### src/rtl/sgpio_pkg.sv
// SGPIO initiator shared definitions.
// State encoding and frame layout constants.
package sgpio_pkg;

  typedef enum logic [1:0] {
    IDLE,
    LOAD,
    SHIFT,
    GAP
  } state_e;

  localparam int BITS_PER_DRIVE = 3;

  localparam int ACT = 0;
  localparam int LOC = 1;
  localparam int FLT = 2;

endpackage

### src/rtl/sgpio_sclk_gen.sv
// SGPIO clock divider.
// Produces sclk plus one-clk rise/fall strobes.
module sgpio_sclk_gen #(
  parameter int CLK_DIV = 50
) (
  input  logic clk,
  input  logic rst,
  input  logic run,
  input  logic clear,
  output logic sclk,
  output logic rise_stb,
  output logic fall_stb
);

  localparam int CW =
    (CLK_DIV > 1) ? $clog2(CLK_DIV) : 1;
  localparam logic [CW-1:0] TC =
    CW'(CLK_DIV - 1);

  logic [CW-1:0] div_q, div_d;
  logic          sclk_q, sclk_d;
  logic          tc;

  // Half-period counter; toggle sclk at terminal count
  always_comb begin
    tc       = (div_q == TC);
    rise_stb = run & ~clear & ~sclk_q & tc;
    fall_stb = run & ~clear & sclk_q & tc;
    div_d    = div_q;
    sclk_d   = sclk_q;
    if (clear) begin
      div_d  = '0;
      sclk_d = 1'b0;
    end else if (run) begin
      if (tc) begin
        div_d  = '0;
        sclk_d = ~sclk_q;
      end else begin
        div_d = div_q + CW'(1);
      end
    end
  end

  // Divider and sclk state
  always_ff @(posedge clk or negedge rst) begin
    if (!rst) begin
      div_q  <= '0;
      sclk_q <= 1'b0;
    end else begin
      div_q  <= div_d;
      sclk_q <= sclk_d;
    end
  end

  assign sclk = sclk_q;

endmodule

### src/rtl/sgpio_initiator.sv
// SGPIO initiator: frames and serialises LED
// state, and collects the returned status stream.
module sgpio_initiator
  import sgpio_pkg::*;
#(
  parameter int DRIVE_NUM = 4,
  parameter int CLK_DIV   = 50,
  parameter int GAP_BITS  = 4
) (
  input  logic                   clk,
  input  logic                   rst,
  input  logic                   enable,
  input  logic [DRIVE_NUM-1:0]   led_active,
  input  logic [DRIVE_NUM-1:0]   led_locate,
  input  logic [DRIVE_NUM-1:0]   led_fault,
  input  logic                   update_req,
  output logic                   update_ack,
  output logic                   sclk,
  output logic                   sload,
  output logic                   sdout,
  input  logic                   sdin,
  output logic [3*DRIVE_NUM-1:0] status_out,
  output logic                   frame_done
);

  localparam int FB = BITS_PER_DRIVE * DRIVE_NUM;
  localparam int NB = FB + GAP_BITS;
  localparam int BW = $clog2(NB);
  localparam logic [BW-1:0] LAST_SH  = BW'(FB - 1);
  localparam logic [BW-1:0] LAST_GAP = BW'(NB - 1);

  state_e          state_q;
  logic [BW-1:0]   bit_q;
  logic [FB-1:0]   shadow_q;
  logic [FB-1:0]   sreg_q, sreg_d;
  logic [FB-1:0]   status_q;
  logic [FB-1:0]   led_frame;
  logic            sload_q, sdout_q;
  logic            ack_q, done_q;
  logic            rise_stb, fall_stb;
  logic            run, clear;

  assign run   = (state_q != IDLE);
  assign clear = (state_q == IDLE);

  sgpio_sclk_gen #(
    .CLK_DIV (CLK_DIV)
  ) u_sclk (
    .clk      (clk),
    .rst      (rst),
    .run      (run),
    .clear    (clear),
    .sclk     (sclk),
    .rise_stb (rise_stb),
    .fall_stb (fall_stb)
  );

  // Reorder LED inputs into frame bit order
  always_comb begin
    led_frame = '0;
    for (int d = 0; d < DRIVE_NUM; d++) begin
      led_frame[BITS_PER_DRIVE*d+ACT] = led_active[d];
      led_frame[BITS_PER_DRIVE*d+LOC] = led_locate[d];
      led_frame[BITS_PER_DRIVE*d+FLT] = led_fault[d];
    end
  end

  // Status shifter: bit 0 enters first, ends at LSB
  always_comb begin
    sreg_d = {sdin, sreg_q[FB-1:1]};
  end

  // Frame FSM. The last gap bit's low half
  // doubles as LOAD plus the lead-in to bit 0,
  // so frame period is exactly NB bit-times.
  always_ff @(posedge clk or negedge rst) begin
    if (!rst) begin
      state_q  <= IDLE;
      bit_q    <= '0;
      shadow_q <= '0;
      sreg_q   <= '0;
      status_q <= '0;
      sload_q  <= 1'b0;
      sdout_q  <= 1'b0;
      ack_q    <= 1'b0;
      done_q   <= 1'b0;
    end else begin
      ack_q  <= 1'b0;
      done_q <= 1'b0;
      unique case (state_q)
        IDLE: begin
          sload_q <= 1'b0;
          sdout_q <= 1'b0;
          if (enable) state_q <= LOAD;
        end
        LOAD: begin
          if (update_req) begin
            shadow_q <= led_frame;
            ack_q    <= 1'b1;
          end
          bit_q   <= '0;
          sreg_q  <= '0;
          state_q <= SHIFT;
        end
        SHIFT: begin
          if (rise_stb) begin
            sload_q <= (bit_q == '0);
            sdout_q <= shadow_q[bit_q];
          end
          if (fall_stb) begin
            sreg_q <= sreg_d;
            bit_q  <= bit_q + BW'(1);
            if (bit_q == LAST_SH) begin
              status_q <= sreg_d;
              done_q   <= 1'b1;
              state_q  <= GAP;
            end
          end
        end
        GAP: begin
          if (rise_stb) begin
            sload_q <= 1'b0;
            sdout_q <= 1'b0;
          end
          if (fall_stb) begin
            if (bit_q == LAST_GAP) begin
              state_q <= enable ? LOAD : IDLE;
            end else begin
              bit_q <= bit_q + BW'(1);
            end
          end
        end
      endcase
    end
  end

  assign sload      = sload_q;
  assign sdout      = sdout_q;
  assign update_ack = ack_q;
  assign frame_done = done_q;
  assign status_out = status_q;

endmodule

### config.mk
export PLATFORM = sky130hd
export DESIGN_NAME = sgpio_initiator
export DESIGN_NICKNAME = d
export VERILOG_FILES = /design/src/rtl/sgpio_pkg.sv /design/src/rtl/sgpio_sclk_gen.sv /design/src/rtl/sgpio_initiator.sv
export SDC_FILE = /design/constraint.sdc
export NUM_CORES = 1
export LEC_CHECK = 0
export BUFFER_PORTS_ARGS = -buffer_cell sky130_fd_sc_hd__buf_4
export CAP_MARGIN = 0
export CORE_AREA = 2 2 78 80
export CTS_BUF_LIST = sky130_fd_sc_hd__clkbuf_4 sky130_fd_sc_hd__clkbuf_8
export DETAILED_ROUTE_END_ITERATION = 8
export DIE_AREA = 0 0 80 82
export PLACE_DENSITY = 0.66
export RECOVER_POWER = 50
export SETUP_SLACK_MARGIN = 0.02
export SLEW_MARGIN = 20
export SYNTH_ARGS = -nofsm -noshare
export SYNTH_HDL_FRONTEND = slang
export SYNTH_SLANG_ARGS = --single-unit
### constraint.sdc
create_clock -name clk -period 5.3 [get_ports clk]
set_input_delay 0.53 -clock clk [delete_from_list [all_inputs] [get_ports clk]]
set_output_delay 0.53 -clock clk [all_outputs]
set_load 0.02 [all_outputs]
==> impl_metrics.tcl, run 1 <==
set metrics [dict create \
    status "complete, but fails checks" \
    violations "max-capacitance violations, max-slew violations" \
    synth_nets 241 \
    powerDensity_mw_per_mm2 393 \
    syn_area_mm2 0.00248 \
    cp_slowest_stage_delay_ns 0.72 \
    rsz0062_at_grt "no" \
    cts_tree "built" \
    dpl.hpwl_um 3090 \
    synth_largest_area_cell "dfrtp_1" \
    finalSetupViolCount 0 \
    finClkSkew_ns 0.0103 \
    die_x_um 80 \
    clock-sinks 52 \
    final_common_cell "dfrtp_1" \
    slowest_stage "nor3_2" \
    end_kind "flip-flop" \
    clock_latency_ns 0.31 \
    fmax_mhz 377 \
    grt_start_max_net_pins 53 \
    antenna_found_initial 0 \
    whs_ns 0.435 \
    hold_viol 0 \
    min_period_ns 2.66 \
    finalCritPeriodShare_pct 50.1 \
    criticalPathCategory "reg -> reg" \
    post_cts_resized 0 \
    peakVddDrop_mv 0.186 \
    min_delay_path_depth 3 \
    drt_iter0_markers 59 \
    coreArea_mm2 0.00575 \
    grt_overflow_total 0 \
    cp.arrival_ns 2.85 \
    portBuffers 33 \
    postCtsHoldBufs 0 \
    via_count 1662 \
    grt_usage_pct 14.5 \
    cts-root-buf "clkbuf_8" \
    final_cell_mix "52 x dfrtp_1, 28 x nand2_1, 27 x mux2_2" \
    worst_slew_pin_slew_ns 2.71 \
    ys_types 41 \
    syn_inst 216 \
    finalSetupTns_ns 0 \
    htree_levels 2 \
    nets 271 \
    yosysSeqAreaShare_pct 52.4 \
    synth.avg_cell_area_um2 11.5 \
    drv_slew 53 \
    clock_path_buffers 2 \
    synth-warning-count 0 \
    synth_area_leaders "dfrtp_1 52%, mux2_2 12%, nand2_1 4.2%, ha_1 4.0%, nand3_1 3.4%" \
    p_leak_nw 1.35 \
    die-area_mm2 0.00656 \
    first_pass_iters 4 \
    syn2layout_area_growth_pct 13.1 \
    r2r_cells 6 \
    fp.dieH_um 82 \
    worstPathCellList "inv_1 > ha_1 > and4b_1 > nand3_1 > nor3_2 > mux2_2" \
    io-pin-count 34 \
    drt-total-wl_um 4280 \
    post_drt_via_cell_ratio 5.16 \
    routedWlPerCell_um 13.3 \
    cp_max_fo 13 \
    yosysTopAreaCellShare_pct 52.4 \
    clkTransAtPathRegs_ns 0.09 \
    final_layout_size_suffix_gt1_share_pct 27.1 \
    drtAntennaViolNets 0 \
    start_util_pct 43.2 \
    antenna_cells 0 \
    slew_headroom_pct -80.6 \
    grt_pass1_vias 1644 \
    place_congestion 0.850 \
    grt_pass1_wl_um 7450 \
    maxCapViolations 1 \
    cts_buffers 5 \
    cp.required_ns 5.50 \
    min_path_type "in -> reg" \
    drc 0 \
    post_cts_buffers 0 \
    fillers 540 \
    synth-seq-cells 52 \
    fp-row-count 28 \
    worst_setup_path_start_kind "flip-flop" \
]
==> kinds of logic after synthesis <==
family,after synthesis,share of synthesized area (%)
mux,32,15.8
fa+ha+maj,8,4.03
compound gates,18,5.24
xor+xnor,5,1.76
buf+inv,21,4.99
simple gates,80,15.8
flops,52,52.4
==> registers in the layout (all words and copies together) (netlist names) <==
name and count:
sdout 1, frame_done 1, status_out 12, state_q 2
shadow_q 12, sreg_q 11, u_sclk.div_q 6, sload 1
bit_q 4, u_sclk.sclk 1, update_ack 1
==> worst max-delay path: cells and delay by family (launching register included) <==
family / cells / cell delay, ns
AND/OR/NAND/NOR: 3 / 1.26
adder cells (fa/ha/maj): 1 / 0.32
multiplexers: 1 / 0.41
flip-flops: 1 / 0.45
buffers and inverters: 1 / 0.10
==> area by class of cell <==
cell class	instances	area (um2)	share of cell area [%]
flip-flops and latches	52	1300	46.4
multi-input cells	143	1060	37.9
repair buffers	33	214	7.62
well taps	75	93.8	3.34
clock buffers	5	68.8	2.45
inverters	11	41.3	1.47
clock inverters	3	25.0	0.892
==> routing by layer <==
metal	global-route usage, %	share of wire, %	vias to the layer above
met3	3.74	3.9	6
met1	19.0	46	814
met4	5.25	1.3	0
met2	23.3	49	32
met5	0	0	-
li1	-	-	810
==> cells in the mapped netlist <==
cell	instances
buf_2	1
nand2b_1	1
nand3_1	17
a21oi_1	2
and4b_1	1
clkbuf_1	2
o21ai_1	1
o22ai_1	2
xor2_1	2
o311a_1	1
or3b_4	1
nor2_1	14
and2_2	1
ha_1	8
nor3_1	5
and2_1	1
nor4b_1	1
buf_4	1
mux2_2	27
and4_1	1
mux2i_1	2
mux4_2	3
and3_2	1
nor3b_1	1
a221o_1	1
nor2b_1	3
nand2_1	28
xnor2_1	3
a31oi_1	3
a32oi_1	1
a41o_1	1
nand4_1	3
buf_1	2
dfrtp_1	52
o2111a_1	1
nor3b_2	1
clkbuf_8	4
o21ai_0	3
a211oi_1	1
o41a_1	1
inv_1	11
==> where the power goes <==
group          total (W)  leakage (nW)  internal, W  switching, W
clock network   0.000234        0.0452    0.0000964      0.000137
logic           0.000337         0.616     0.000160      0.000178
registers       0.000531         0.690     0.000475     0.0000561
==> stage by stage <==
stage | cells | area [um2] | setup WS (ns) | total power, W | util, %
finish | 322 | 2810 | 2.64 | 0.00110 | 48.8
global route | 322 | 2810 | 2.12 | 0.00119 | 48.8
CTS | 322 | 2840 | 2.57 | 0.00112 | 49.4
detailed placement | 314 | 2750 | 2.60 | 0.000889 | 47.8
global placement | 314 | 2750 | 2.67 | 0.000878 | 47.8
floorplan | 216 | 2480 | 3.01 | 0.000800 | -
==> worst paths after layout <==
path                       startpoint  slack (ns)               to
hold reg to reg             sreg_q[1]        0.49        sreg_q[1]
min in group asynchronous         rst        1.07            sload
max in group asynchronous         rst        2.70  u_sclk.div_q[1]
setup reg to reg           state_q[0]        2.64    status_out[9]
setup / recovery           state_q[0]        2.64    status_out[9]
hold / removal                   sdin        0.44       sreg_q[11]
No activity file was read; power rests on OpenSTA's default activity.
==> run 2, diff against run 1 <==
--- a/config.mk
+++ b/config.mk
@@ -5,13 +5,14 @@
 export SDC_FILE = /design/constraint.sdc
 export NUM_CORES = 1
 export LEC_CHECK = 0
+export ABC_AREA = 1
 export BUFFER_PORTS_ARGS = -buffer_cell sky130_fd_sc_hd__buf_4
 export CAP_MARGIN = 0
 export CORE_AREA = 2 2 78 80
 export CTS_BUF_LIST = sky130_fd_sc_hd__clkbuf_4 sky130_fd_sc_hd__clkbuf_8
 export DETAILED_ROUTE_END_ITERATION = 8
 export DIE_AREA = 0 0 80 82
-export PLACE_DENSITY = 0.66
+export PLACE_DENSITY = 0.69
 export RECOVER_POWER = 50
 export SETUP_SLACK_MARGIN = 0.02
 export SLEW_MARGIN = 20
==> constraint.sdc (replaced) <==
create_clock -name clk -period 2.15 [get_ports clk]
set_input_delay 0.215 -clock clk [delete_from_list [all_inputs] [get_ports clk]]
set_output_delay 0.215 -clock clk [all_outputs]
set_load 0.02 [all_outputs]
==> impl_metrics.tcl, run 2 <==
set metrics [dict create \
    status "finished clean" \
    fmax_mhz 533 \
    yosysTopAreaCellShare_pct 52.0 \
    rsz0062_at_grt "no" \
    cts_buffers 5 \
    die-area_mm2 0.00656 \
    min_path_type "in -> reg" \
    routedWlPerCell_um 11.4 \
    finClkSkew_ns 0.00697 \
    slowest_stage "dfrtp_1" \
    synth_nets 313 \
    die_x_um 80 \
    grt_pass1_wl_um 7870 \
    powerDensity_mw_per_mm2 1030 \
    synth.avg_cell_area_um2 8.69 \
    antenna_cells 0 \
    min_delay_path_depth 3 \
    synth.most_common_cell "nand2_1" \
    synth-seq-cells 52 \
    synth-async-reset-ratio_pct 100 \
    reg2reg_slack_ns 0.27 \
    slew_headroom_pct 16.2 \
    cp.required_ns 2.33 \
    cp_top_family "simple AND/OR/NAND/NOR gates" \
    synth_edf_count 0 \
    synth-warning-count 0 \
    worst_setup_path_start_kind "flip-flop" \
    grt_usage_pct 15.5 \
    via_count 1877 \
    crit_buf_inv 2 \
    synth_largest_area_cell "dfrtp_1" \
    cp_max_fo 22 \
    p_leak_nw 1.43 \
    layout.cells.non_filler 398 \
    nets 347 \
    grt_start_max_net_pins 53 \
    start_util_pct 43.6 \
    min_period_ns 1.88 \
    dpl.cell_count 389 \
    post_drt_via_cell_ratio 4.72 \
    crit_top_cell "inv_1" \
    cp.depth 8 \
    antenna_found_initial 0 \
    clkTransAtPathRegs_ns 0.09 \
    worst_slew_pin_slew_ns 1.26 \
    drtAntennaViolNets 0 \
    final_cell_mix "84 x nand2_1, 52 x dfrtp_1, 38 x inv_1" \
    clock_latency_ns 0.30 \
    drt_iter0_markers 106 \
    syn2layout_area_growth_pct 15.2 \
    clock_path_buffers 2 \
    post_cts_resized 0 \
    busiest_layer "met2" \
    finalSetupViolCount 0 \
    worstPathCellList "inv_1 > ha_1 > inv_1 > nand2_1 > nor2_4 > nand2_2 > nand3_1 > o21ai_2" \
    maxCapViolations 0 \
    synth.top_cells.by_count "84 x nand2_1, 52 x dfrtp_1, 38 x inv_1" \
    final_common_cell "nand2_1" \
    fillers 569 \
    syn_area_mm2 0.00250 \
    post_cts_buffers 0 \
    cts_tree "built" \
    finalCritPeriodShare_pct 87.2 \
    grt_util_met2_pct 25.8 \
    final_layout_size_suffix_gt1_share_pct 18.3 \
    dpl.hpwl_um 3290 \
    synth_area_leaders "dfrtp_1 52%, nand2_1 13%, inv_1 5.7%, o21ai_2 5.6%, nand3_1 5.2%" \
    io-pin-count 34 \
    end_kind "flip-flop" \
    cp.arrival_ns 2.05 \
    ys_types 25 \
    use_met1_pct 19.8 \
    fp.dieH_um 82 \
    drv_slew 0 \
    coreArea_mm2 0.00575 \
    fin_util_pct 50.2 \
    drc 0 \
    finalSetupTns_ns 0 \
    r2r_cells 8 \
    placed_area_mm2 0.00279 \
    first_pass_iters 4 \
    htree_levels 2 \
    yosysSeqAreaShare_pct 52.0 \
    cts-root-buf "clkbuf_8" \
    criticalPathCategory "reg -> reg" \
    portBuffers 33 \
    peakVddDrop_mv 0.545 \
    grt_overflow_total 0 \
    grt.met3_usage_pct 4.07 \
    hold_viol 0 \
    fp-row-count 28 \
    grt_pass1_vias 1747 \
    syn_inst 288 \
    cp_slowest_stage_delay_ns 0.44 \
    place_congestion 0.786 \
    synthFlopType "dfrtp_1" \
    drt-total-wl_um 4530 \
    clock-sinks 52 \
    final_cell_area_mm2 0.00288 \
]
[run 2: cell types whose count changed after synthesis, moves of 4 or more]
cell	change
buf_6	+4
clkbuf_8	-4
inv_1	+27
mux2_2	-27
nand2_1	+56
nand3_1	+9
nor3_1	-4
o21ai_0	+10
o21ai_1	+7
o21ai_2	+16
[run 2: what timing repair did]
| item | in CTS | in global routing |
|---|---|---|
| hold buffers | 1 | 0 |
| endpoints found under the hold margin | 52 | 0 |
| endpoints found under the setup margin | 0 | 0 |
[run 2: final cells by class]
cell class | count | area [um2] | area share (%)
clock inverter | 2 | 35.0 | 1.22
multi-input combinational | 189 | 993 | 34.5
inverter | 39 | 146 | 5.08
clock buffer | 6 | 76.3 | 2.65
sequential | 52 | 1300 | 45.1
timing repair buffer | 35 | 236 | 8.20
tap | 75 | 93.8 | 3.26
[run 2: per-layer routing]
layer / vias up / wire length [um]
met4: 0 / 46
li1: 975 / -
met5: - / 0
met1: 860 / 2140
met2: 37 / 2190
met3: 5 / 157
[run 2: path summary, 6_finish.rpt]
kind / start / end
min reg2reg: status_out[10] / status_out[10]
max reg2reg: state_q[0] / sreg_q[1]
max: state_q[0] / sreg_q[1]
min in group asynchronous: rst / sreg_q[3]
max in group asynchronous: rst / bit_q[1]
min: led_locate[2] / shadow_q[7]
[run 2: where the power goes]
| part | internal (W) | switching (W) | total [W] |
|---|---|---|---|
| Clock | 0.000359 | 0.000314 | 0.000673 |
| Combinational | 0.000339 | 0.000647 | 0.000986 |
| Sequential | 0.00117 | 0.000134 | 0.00130 |
[run 2: logic make-up (layout without fill, tap and decap cells)]
logic type                 count (synthesis)  count (layout)  share of synthesized area [%]
AOI/OAI and AO/OA                         41              41                           10.7
buffers and inverters                     47              82                           8.30
and+or+nand+nor                          138             138                           24.3
xor gates and xnor gates                   2               2                          0.700
adders and majority gates                  8               8                           4.00
DFF                                       52              52                           52.0
[run 2: stage by stage]
stage	total power, W	worst slack (ns)	hold WS [ns]
4_1_cts	0.00300	0.262	0.0937
5_1_grt	0.00323	0.0948	0.0993
6_report	0.00296	0.274	0.0993
3_5_place_dp	0.00232	0.284	0.298
2_1_floorplan	0.00203	0.589	-0.0806
3_3_place_gp	0.00227	0.376	0.293
[run 2: tightest hold or removal path, stage by stage]
cell	delay, ns
buf_4	0.07
nand2_1	0.04
nand2_1	0.04
